[src/rtl/fc_layer_ctrl.sv]
// fc_layer_ctrl: sequencer for one fully-connected layer.
// Walks every output neuron of the layer. For each neuron it clears the
// accumulator, streams the IN weight/input addresses, and adds the bias.
// It then presents the result over a valid/ready handshake. After the last
// neuron is accepted it pulses yumi_o once, which releases the input bank.
module fc_layer_ctrl #(
  parameter int INPUT_LAYER_HEIGHT  = 4,
  parameter int OUTPUT_LAYER_HEIGHT = 3,
  localparam int IW = $clog2(INPUT_LAYER_HEIGHT),
  localparam int WW = $clog2(INPUT_LAYER_HEIGHT * OUTPUT_LAYER_HEIGHT),
  localparam int NW = (OUTPUT_LAYER_HEIGHT > 1) ? $clog2(OUTPUT_LAYER_HEIGHT) : 1
) (
  input  logic          clk_i,
  input  logic          reset_i,
  input  logic          valid_i,
  output logic          yumi_o,
  output logic [IW-1:0] in_addr_o,
  output logic [WW-1:0] weight_addr_o,
  output logic [NW-1:0] bias_addr_o,
  output logic          mac_clear_o,
  output logic          mac_en_o,
  output logic          bias_en_o,
  output logic [NW-1:0] neuron_o,
  output logic          valid_o,
  input  logic          ready_i,
  output logic          last_o
);

  typedef enum logic [2:0] {
    S_IDLE    = 3'd0,
    S_CLEAR   = 3'd1,
    S_MAC     = 3'd2,
    S_BIAS    = 3'd3,
    S_WAIT    = 3'd4,
    S_OUT     = 3'd5,
    S_RELEASE = 3'd6
  } state_t;

  // Terminal counts: counters wrap on explicit compare, so non-power-of-2
  // sizes never produce out-of-range addresses.
  localparam logic [IW-1:0] K_LAST = IW'(INPUT_LAYER_HEIGHT - 1);
  localparam logic [NW-1:0] N_LAST = NW'(OUTPUT_LAYER_HEIGHT - 1);
  localparam logic [WW-1:0] W_STEP = WW'(INPUT_LAYER_HEIGHT);

  state_t        state_q, state_d;
  logic [NW-1:0] n_q, n_d;
  logic [IW-1:0] k_q, k_d;
  // Running n*IN, so the weight address needs only an adder, not a multiplier.
  logic [WW-1:0] wbase_q, wbase_d;
  logic          mac_en_q;

  // State and counter registers. mac_en_q is MAC state delayed by one
  // cycle, which matches the 1-cycle read latency of the memories.
  always_ff @(posedge clk_i) begin
    if (reset_i) begin
      state_q  <= S_IDLE;
      n_q      <= '0;
      k_q      <= '0;
      wbase_q  <= '0;
      mac_en_q <= 1'b0;
    end else begin
      state_q  <= state_d;
      n_q      <= n_d;
      k_q      <= k_d;
      wbase_q  <= wbase_d;
      mac_en_q <= (state_q == S_MAC);
    end
  end

  // Next-state and counter update logic.
  always_comb begin
    state_d = state_q;
    n_d     = n_q;
    k_d     = k_q;
    wbase_d = wbase_q;
    case (state_q)
      S_IDLE: begin
        if (valid_i) begin
          state_d = S_CLEAR;
          n_d     = '0;
          wbase_d = '0;
        end
      end
      S_CLEAR: begin
        k_d     = '0;
        state_d = S_MAC;
      end
      S_MAC: begin
        if (k_q == K_LAST) begin
          k_d     = '0;
          state_d = S_BIAS;
        end else begin
          k_d = k_q + IW'(1);
        end
      end
      S_BIAS: state_d = S_WAIT;
      S_WAIT: state_d = S_OUT;
      S_OUT: begin
        if (ready_i) begin
          if (n_q == N_LAST) begin
            state_d = S_RELEASE;
          end else begin
            n_d     = n_q + NW'(1);
            wbase_d = wbase_q + W_STEP;
            state_d = S_CLEAR;
          end
        end
      end
      S_RELEASE: begin
        // Return to idle with the neuron index parked at zero.
        state_d = S_IDLE;
        n_d     = '0;
        wbase_d = '0;
      end
      default: begin
        state_d = S_IDLE;
        n_d     = '0;
        k_d     = '0;
        wbase_d = '0;
      end
    endcase
  end

  // Output decode from registered state only; ready_i/valid_i never reach outputs.
  always_comb begin
    yumi_o        = 1'b0;
    in_addr_o     = '0;
    weight_addr_o = '0;
    bias_addr_o   = '0;
    mac_clear_o   = 1'b0;
    bias_en_o     = 1'b0;
    valid_o       = 1'b0;
    last_o        = 1'b0;
    neuron_o      = n_q;
    mac_en_o      = mac_en_q;
    case (state_q)
      S_CLEAR: mac_clear_o = 1'b1;
      S_MAC: begin
        in_addr_o     = k_q;
        weight_addr_o = wbase_q + WW'(k_q);
      end
      S_BIAS: bias_addr_o = n_q;
      S_WAIT: bias_en_o = 1'b1;
      S_OUT: begin
        valid_o = 1'b1;
        last_o  = (n_q == N_LAST);
      end
      S_RELEASE: yumi_o = 1'b1;
      default: begin
      end
    endcase
  end

endmodule

[config.mk]
export PLATFORM = sky130hd
export DESIGN_NAME = fc_layer_ctrl
export DESIGN_NICKNAME = d
export VERILOG_FILES = /design/src/rtl/fc_layer_ctrl.sv
export SDC_FILE = /design/constraint.sdc
export NUM_CORES = 1
export LEC_CHECK = 0
export BUFFER_PORTS_ARGS = -buffer_cell sky130_fd_sc_hd__buf_2
export CAP_MARGIN = 20
export CORE_MARGIN = 1
export CORE_UTILIZATION = 25
export CTS_CLUSTER_SIZE = 40
export DETAILED_ROUTE_END_ITERATION = 10
export PLACE_DENSITY = 0.57
export SYNTH_ARGS = -nofsm -noshare
export SYNTH_HDL_FRONTEND = slang
export SYNTH_SLANG_ARGS = --single-unit
[constraint.sdc]
create_clock -name clk_i -period 1.3 [get_ports clk_i]
set_input_delay 0.195 -clock clk_i [delete_from_list [all_inputs] [get_ports clk_i]]
set_output_delay 0.195 -clock clk_i [all_outputs]
set_load 0.05 [all_outputs]
==> run summary, run 1 <==
The flow ran to the end, but the final reports show violations. The checks that failed: setup timing. Fraction of layout cells with a size suffix above 1: 0.670. The cell area that synthesis handed to floorplanning was 619 um^2.

Most used flip-flop cell after synthesis: sky130_fd_sc_hd__dfxtp_1. The number of different library cells used by synthesis comes to 32. The clock latency reported for the late side of the worst-skew pair was 0.28 ns. The starting density of the core came out at 0.272. Counting I/O delays and the setup requirement, the final critical path takes 1.43 ns. The share of synthesized registers carrying an async set or reset is 0. The analysis attributes to net switching a power of 0.325 mW. The area fraction of the dominant cell type after synthesis works out to 0.323.

The number of buffer and inverter instances along the worst setup path is 1, and the count of standard-cell rows is 17. The run gives 2680 um^2 as the die outline area. In the synthesized netlist, the cells that appear most often are 10 x sky130_fd_sc_hd__dfxtp_1, 8 x sky130_fd_sc_hd__and3_1, 7 x sky130_fd_sc_hd__nand2_1, 5 x sky130_fd_sc_hd__inv_1. Beginning of the worst hold path: reset_i. H-tree level count: 1. Summing all placed instances gives a cell area of 902 um^2.

The tools report the post-route worst setup slack as -0.129 ns. The tools report the register area as 219 um^2. For the pin with the worst max-slew slack, the measured transition is 0.248 ns. For the part of the total power dissipated in sequential elements, the log shows 0.355. During synthesis, Yosys emitted a total of 0 warnings.

The total wire length after detailed routing is 1.68 mm, and the number of port buffers is 19. Once detail routing completed, the nets flagged for antenna violations numbered 0. The register area share after synthesis was 0.323. The number of cells produced by synthesis came out at 75. Final worst-path cycle share: 1.10. The die is 51.8 um wide. At the worst endpoint, the arrival time is 1.23 ns. The hold path endpoint was mac_en_o.

Setup repair after global routing could not meet its margin everywhere. The tools report the startpoint type of the worst setup path as a flop. Across the run, the number of max-cap violations was 0. Across the routed clock network, the largest skew measured is 0.00452 ns.

The root buffer selected by CTS is sky130_fd_sc_hd__clkbuf_4. Combinational cell fraction of total power: 0.338. In this run the register-to-register setup slack is -0.06 ns.

In this run the power density over the cells is 849 nW/um^2. The tools report the area of the multi-input gates as 494 um^2. The top cell type by total area after synthesis is sky130_fd_sc_hd__dfxtp_1. The run gives 0 as the total grt overflow. For the final design instance area without fill, the log shows 1150 um^2. After routing, the total negative slack on setup checks comes to -1.41 ns.

Once detailed placement completed, the half-perimeter wirelength came to 1.19 mm. Across the VDD grid, the largest voltage drop is 0.467 mV. The repair_antennas step left the layout with diodes totalling 0. Clock-pin slew was measured on the worst setup and hold paths at 0.08 ns. After detailed routing, the average wire length per cell comes to 12.0 um.

TritonCTS built the clock tree. The synthesized design contains 0 enable-type register cells. The number of hold violations in the final report was 0. The tools report the source of the worst register-to-register timing path as state_q[2].

The worst hold path was traced through 2 stages. Most frequently used cell type in the post-synthesis netlist: sky130_fd_sc_hd__dfxtp_1. The net count of the finished layout is 119.

Counting tap cells, the placed design contains a total of 130 instances. The required arrival time at the worst endpoint was 1.11 ns. The tools report the clock power share as 0.307. The floorplan step set the die height to 51.8 um. Among cell families on the critical path, the largest total delay comes from simple AND/OR/NAND/NOR gates. The number of cells on the worst reg-to-reg path is 4. The signal on the critical path passes through nor2_4 > and3_2 > buf_6. Derived from the worst setup path, the maximum achievable clock frequency is 0.700 GHz. The first detailed-routing pass took 4 iterations.

In this run the critical register-to-register path is captured at neuron_o[1]. Yosys attributes the largest share of cell area to sky130_fd_sc_hd__dfxtp_1 32%, sky130_fd_sc_hd__and3_1 8.1%, sky130_fd_sc_hd__nor3b_1 4.8%, sky130_fd_sc_hd__nand2_1 4.2%, sky130_fd_sc_hd__ha_1 4.0%. The tools report the count of boundary I/O pins as 20. The number of global-route vias before repair was 631. The maximum single-stage delay on the critical path was 0.37 ns; the relative max-transition margin was 0.834.

The logs give 81 for the net count after synthesis and 0.501 nW for the static leakage. The tools report the first-iteration detailed-routing DRC count as 8. The largest individual stage delay along the critical path comes from the cell sky130_fd_sc_hd__dfxtp_4.

Entering global routing, the biggest net connects 15 pins. After filler insertion, the fill cell instance count of the layout stands at 215. Summing internal, switching and leakage power gives 0.979 mW. Counting every sink on the clock net gives 10. In this run, CTS created clock tree buffers numbering 3. The logs give 2280 um^2 for the floorplan core area and 0.654 mW for the internal power consumption. Setup violations remaining at the end of the flow were counted as 15. The logs give 0.784 for the weighted congestion at the end of routability-driven global placement and 0.143 for the combined global-route utilization of all metal layers. The finished layout holds 140 standard cells, fillers aside. The logs give 0 for the initial antenna violation count and 0 for the detailed-route DRC error count. The category of the most critical setup path is reg2out.

The routed layout has 671 vias. No sink is reached through more buffers than the 2 on the longest clock path. The worst min-delay path category is in2reg. Counting flops and latches in the post-synthesis netlist gives 10. The area growth from synthesis to layout is 86.1%. The tools report the first-pass GRT wire length as 2.80 mm. The average vias per placed instance is 4.79.

Final-report max-slew violation count: 0. After synthesis, the mean cell area works out to 8.26 um^2. In this run the worst path has a maximum fanout of 8. The switching share of power came out at 0.332. STA classifies the critical path endpoint as an output port.
through the flow:
stage / worst slack (ns) / util / hold WS (ns)
floorplan: 0.00271 / - / 0.441
global placement: -0.0408 / 0.396 / 0.460
detailed placement: -0.0659 / 0.396 / 0.468
CTS: -0.109 / 0.485 / 0.229
global route: -0.162 / 0.506 / 0.235
finish: -0.129 / 0.506 / 0.222
worst max path at each step:
stage	from	cells past startpoint	slack (ns)	end
after floorplan	state_q[0]	4	0.003	wbase_q[3]
after global placement	state_q[0]	3	-0.04	weight_addr_o[3]
after detailed placement	state_q[0]	3	-0.07	weight_addr_o[0]
after CTS	state_q[1]	3	-0.11	last_o
after global routing	state_q[2]	3	-0.16	weight_addr_o[3]
final	state_q[2]	3	-0.13	weight_addr_o[3]
timing repair:
item                       CTS  global route
buffers inserted             5             2
resized for setup           42            10
pin swaps                    6             7
hold buffers                 0             0
setup endpoints to repair   19            18
power groups by stage:
stage	Combinational, mW	Sequential [mW]	Clock, mW
floorplan	0.188	0.345	0
global placement	0.255	0.349	0
detailed placement	0.257	0.351	0
CTS	0.301	0.346	0.298
global route	0.354	0.351	0.316
finish	0.331	0.348	0.300
flip-flops by register name, indices dropped and copies added, names as in the netlist:
name	count
state_q	3
k_q	2
neuron_o	2
wbase_q	2
mac_en_o	1
area by class of cell:
type                       instances  share of cell area
timing repair buffer              38               0.303
multi-input combinational         55               0.429
tap                               28              0.0304
inverter                           5              0.0163
clock buffer                       4              0.0315
sequential                        10               0.190
cell usage in the layout (no fill, tap or decap), drive strengths merged, types with 2 or more instances in the layout:
cell    synthesis  layout
ha              2       2
nand2           7       7
nor2b           2       2
dfxtp          10      10
nand3           2       2
clkbuf          1       4
nor3b           4       4
o32ai           2       2
a21oi           6       6
buf             4      38
nor3            2       2
and2            2       2
and3            8       8
nor2            4       4
o21ai           2       2
inv             5       5
metal layers:
layer | vias to the layer above | part of all wire | global-route usage
li1 | 344 | - | -
met1 | 302 | 0.46 | 0.188
met2 | 20 | 0.48 | 0.223
met3 | 5 | 0.036 | 0.0175
met4 | 0 | 0.021 | 0.0811
met5 | - | 0 | 0
logic make-up after synthesis:
kind of cell | Yosys count | synth area share
simple gates | 35 | 0.333
flops | 10 | 0.323
buf+inv | 10 | 0.0687
compound gates | 16 | 0.206
xor+xnor | 2 | 0.0283
fa+ha+maj | 2 | 0.0404
(Power assumes the default switching activity.)
==> run 2, diff against run 1 <==
CORE_UTILIZATION = 43   (was 25)
PLACE_DENSITY = 0.82   (was 0.57)
==> run summary, run 2 (synthesis results as in run 1) <==
Total wire length after detailed routing: 2.47 mm (was 1.68 mm). The first-iteration detailed-routing DRC count is 19 (was 8). The run finished, with violations left. For the die outline area, the log shows 1600 um^2 (was 2680 um^2). Startpoint type of the worst setup path: a flop (unchanged).

For the first-pass GRT wire length, the log shows 3.14 mm (was 2.80 mm). The final setup skew was 0.00468 ns (was 0.00452 ns); the upper clock frequency limit was 0.689 GHz (was 0.700 GHz). The number of fill cells in the layout was 65 (was 215). The run gives 11 (was 15) as the pin count of the biggest net entering global routing.

Switching share of power: 0.346 (was 0.332). Setup repair after global routing could not meet its margin everywhere. The static leakage was 0.512 nW (was 0.501 nW); the net load switching power was 0.350 mW (was 0.325 mW). The tools report the endpoint type of the worst setup path as an output port (unchanged). Post-detailed-route wirelength per cell: 19.3 um (was 12.0 um).

The register containing the most flip-flops in the final layout was state_q (unchanged). The H-tree level count was 1 (unchanged); the detailed-route DRC error count was 0 (unchanged). The maximum buffer depth of the clock tree came out at 2 (unchanged). TritonCTS built the clock tree. The sink count of the clock tree is 10 (unchanged). The run gives 901 um^2 (was 902 um^2) as the total placed instance area.

Root buffer selected by CTS: sky130_fd_sc_hd__clkbuf_4 (unchanged). The count of boundary I/O pins was 20 (unchanged); the final worst-path cycle share was 1.12 (was 1.10). The tools report the relative max-transition margin as 0.812 (was 0.834). For the total of max-cap violations, the log shows 0 (unchanged).

The floorplan core area was 1320 um^2 (was 2280 um^2). The fraction of layout cells with a size suffix above 1 is 0.681 (was 0.670). The highest fanout seen on the critical path is 7 (was 8), and the layout net count is 120 (was 119). The run gives -1.63 ns (was -1.41 ns) as the final setup TNS.

The logs give 0 (unchanged) for the total grt overflow and 0 (unchanged) for the number of hold violations in the final report. The part of the total power dissipated in sequential elements came out at 0.344 (was 0.355). The number of port buffers works out to 19 (unchanged). The run gives 0.290 (was 0.307) as the clock power share. The detailed placement HPWL is 1.28 mm (was 1.19 mm), and the average vias per placed instance is 6.02 (was 4.79). The maximum vdd drop came out at 0.824 mV (was 0.467 mV). The number of buffers inserted during clock tree synthesis is 3 (unchanged), and the clock period minus worst slack is 1.45 ns (was 1.43 ns). The tools report the final antenna diode count as 0 (unchanged).

The actual transition at the worst max-transition pin was 0.280 ns (was 0.248 ns); the final-report max-slew violation count was 0 (unchanged). The leading cell type in the layout, fill and taps excluded was sky130_fd_sc_hd__buf_4 (unchanged). The tools report the internal power consumption as 0.660 mW (was 0.654 mW). The logs give 0.885 (was 0.784) for the weighted congestion at the end of routability-driven global placement and 0.27 ns (was 0.28 ns) for the clock latency reported for the late side of the worst-skew pair. Top library cells by usage in the layout, fill and taps aside: 18 x sky130_fd_sc_hd__buf_4, 10 x sky130_fd_sc_hd__buf_6, 6 x sky130_fd_sc_hd__nand2_1, 6 x sky130_fd_sc_hd__buf_2 (was 17 x sky130_fd_sc_hd__buf_4, 9 x sky130_fd_sc_hd__buf_6, 7 x sky130_fd_sc_hd__nand2_1).

The final design instance area without fill was 1160 um^2 (was 1150 um^2). The category of the most critical setup path is reg2out (unchanged). The total of endpoints with negative setup slack in the final report was 16 (was 15).

The remaining antenna violation count is 0 (unchanged), and the number of detailed-routing iterations run before antenna repair is 4 (unchanged). The tools report the starting density of the core as 0.470 (was 0.272). Count of standard-cell rows: 13 (was 17). The number of global-route vias before repair came out at 670 (was 631). The combined global-route utilization of all metal layers was 0.305 (was 0.143).

The combinational cell fraction of total power came out at 0.366 (was 0.338). The number of hold-repair buffers added at the cts stage was 0 (unchanged); the endpoint arrival time on the critical path was 1.26 ns (was 1.23 ns). The CTS clock-pin slew for the worst setup and hold paths was 0.07 ns (was 0.08 ns); the flip-flop count of the largest register, all copies and words added was 3 (unchanged). The die extent in y was 40.0 um (was 51.8 um).

The run gives 770 (was 671) as the number of vias in the routed layout. Initial antenna violation count: 0 (unchanged). The area growth from synthesis to layout came out at 86.9% (was 86.1%).

The width of the chip is 40.0 um (was 51.8 um). The post-route worst setup slack is -0.152 ns (was -0.129 ns), and the power per cell area is 873 nW/um^2 (was 849 nW/um^2). Violations in the final reports: setup timing (unchanged). Worst min-delay path category: in2reg (unchanged).

The required arrival time at the worst endpoint is 1.11 ns (about the same).
-- run 2: worst paths after layout --
check / start / endpoint / slack [ns] / cells after the start
setup / recovery: state_q[2] / bias_addr_o[0] / -0.15 / 3
hold / removal: reset_i / mac_en_o / 0.25 / 2
setup reg to reg: state_q[2] / wbase_q[3] / -0.11 / 5
hold reg to reg: wbase_q[3] / wbase_q[3] / 0.49 / 1
-- run 2: stage by stage --
step                utilization  setup slack [ns]  hold slack, ns  std cells  total power, mW
floorplan                     -           0.00271           0.441         75            0.533
finish                    0.878            -0.152           0.253        128             1.01
CTS                       0.832           -0.0890           0.242        126            0.938
global route              0.878            -0.175           0.261        128             1.05
global placement          0.684           -0.0582           0.462        119            0.609
detailed placement        0.684           -0.0679           0.465        119            0.618
-- run 2: layout make-up --
class / count / area [um^2] / area share
multi-input cells: 55 / 512 / 0.442
repair buffers: 39 / 353 / 0.305
flip-flops and latches: 10 / 219 / 0.189
clock buffers: 4 / 36.3 / 0.0314
inverters: 5 / 18.8 / 0.0162
well taps: 15 / 18.8 / 0.0162
-- run 2: metal layers --
layer	global-route usage	share of wire
met5	0	0
met4	0.198	0.041
met3	0.0389	0.036
met2	0.472	0.48
met1	0.393	0.44
-- run 2: power groups by stage --
stage               Clock (mW)  Sequential [mW]  Combinational, mW
floorplan                    0            0.345              0.188
global placement             0            0.348              0.261
detailed placement           0            0.348              0.269
CTS                      0.285            0.345              0.308
global route             0.315            0.349              0.384
finish                   0.293            0.348              0.370
-- run 2: timing repair --
action | in CTS | in global routing
pin swaps | 7 | 3
endpoints found under the setup margin | 18 | 18
gates resized for setup | 41 | 10
setup buffers | 4 | 2
-- run 2: worst max-delay path, stage by stage, from the launching register on --
cell	delay (ns)
sky130_fd_sc_hd__dfxtp_4	0.38
sky130_fd_sc_hd__and2b_2	0.26
sky130_fd_sc_hd__and3_4	0.20
sky130_fd_sc_hd__buf_8	0.14
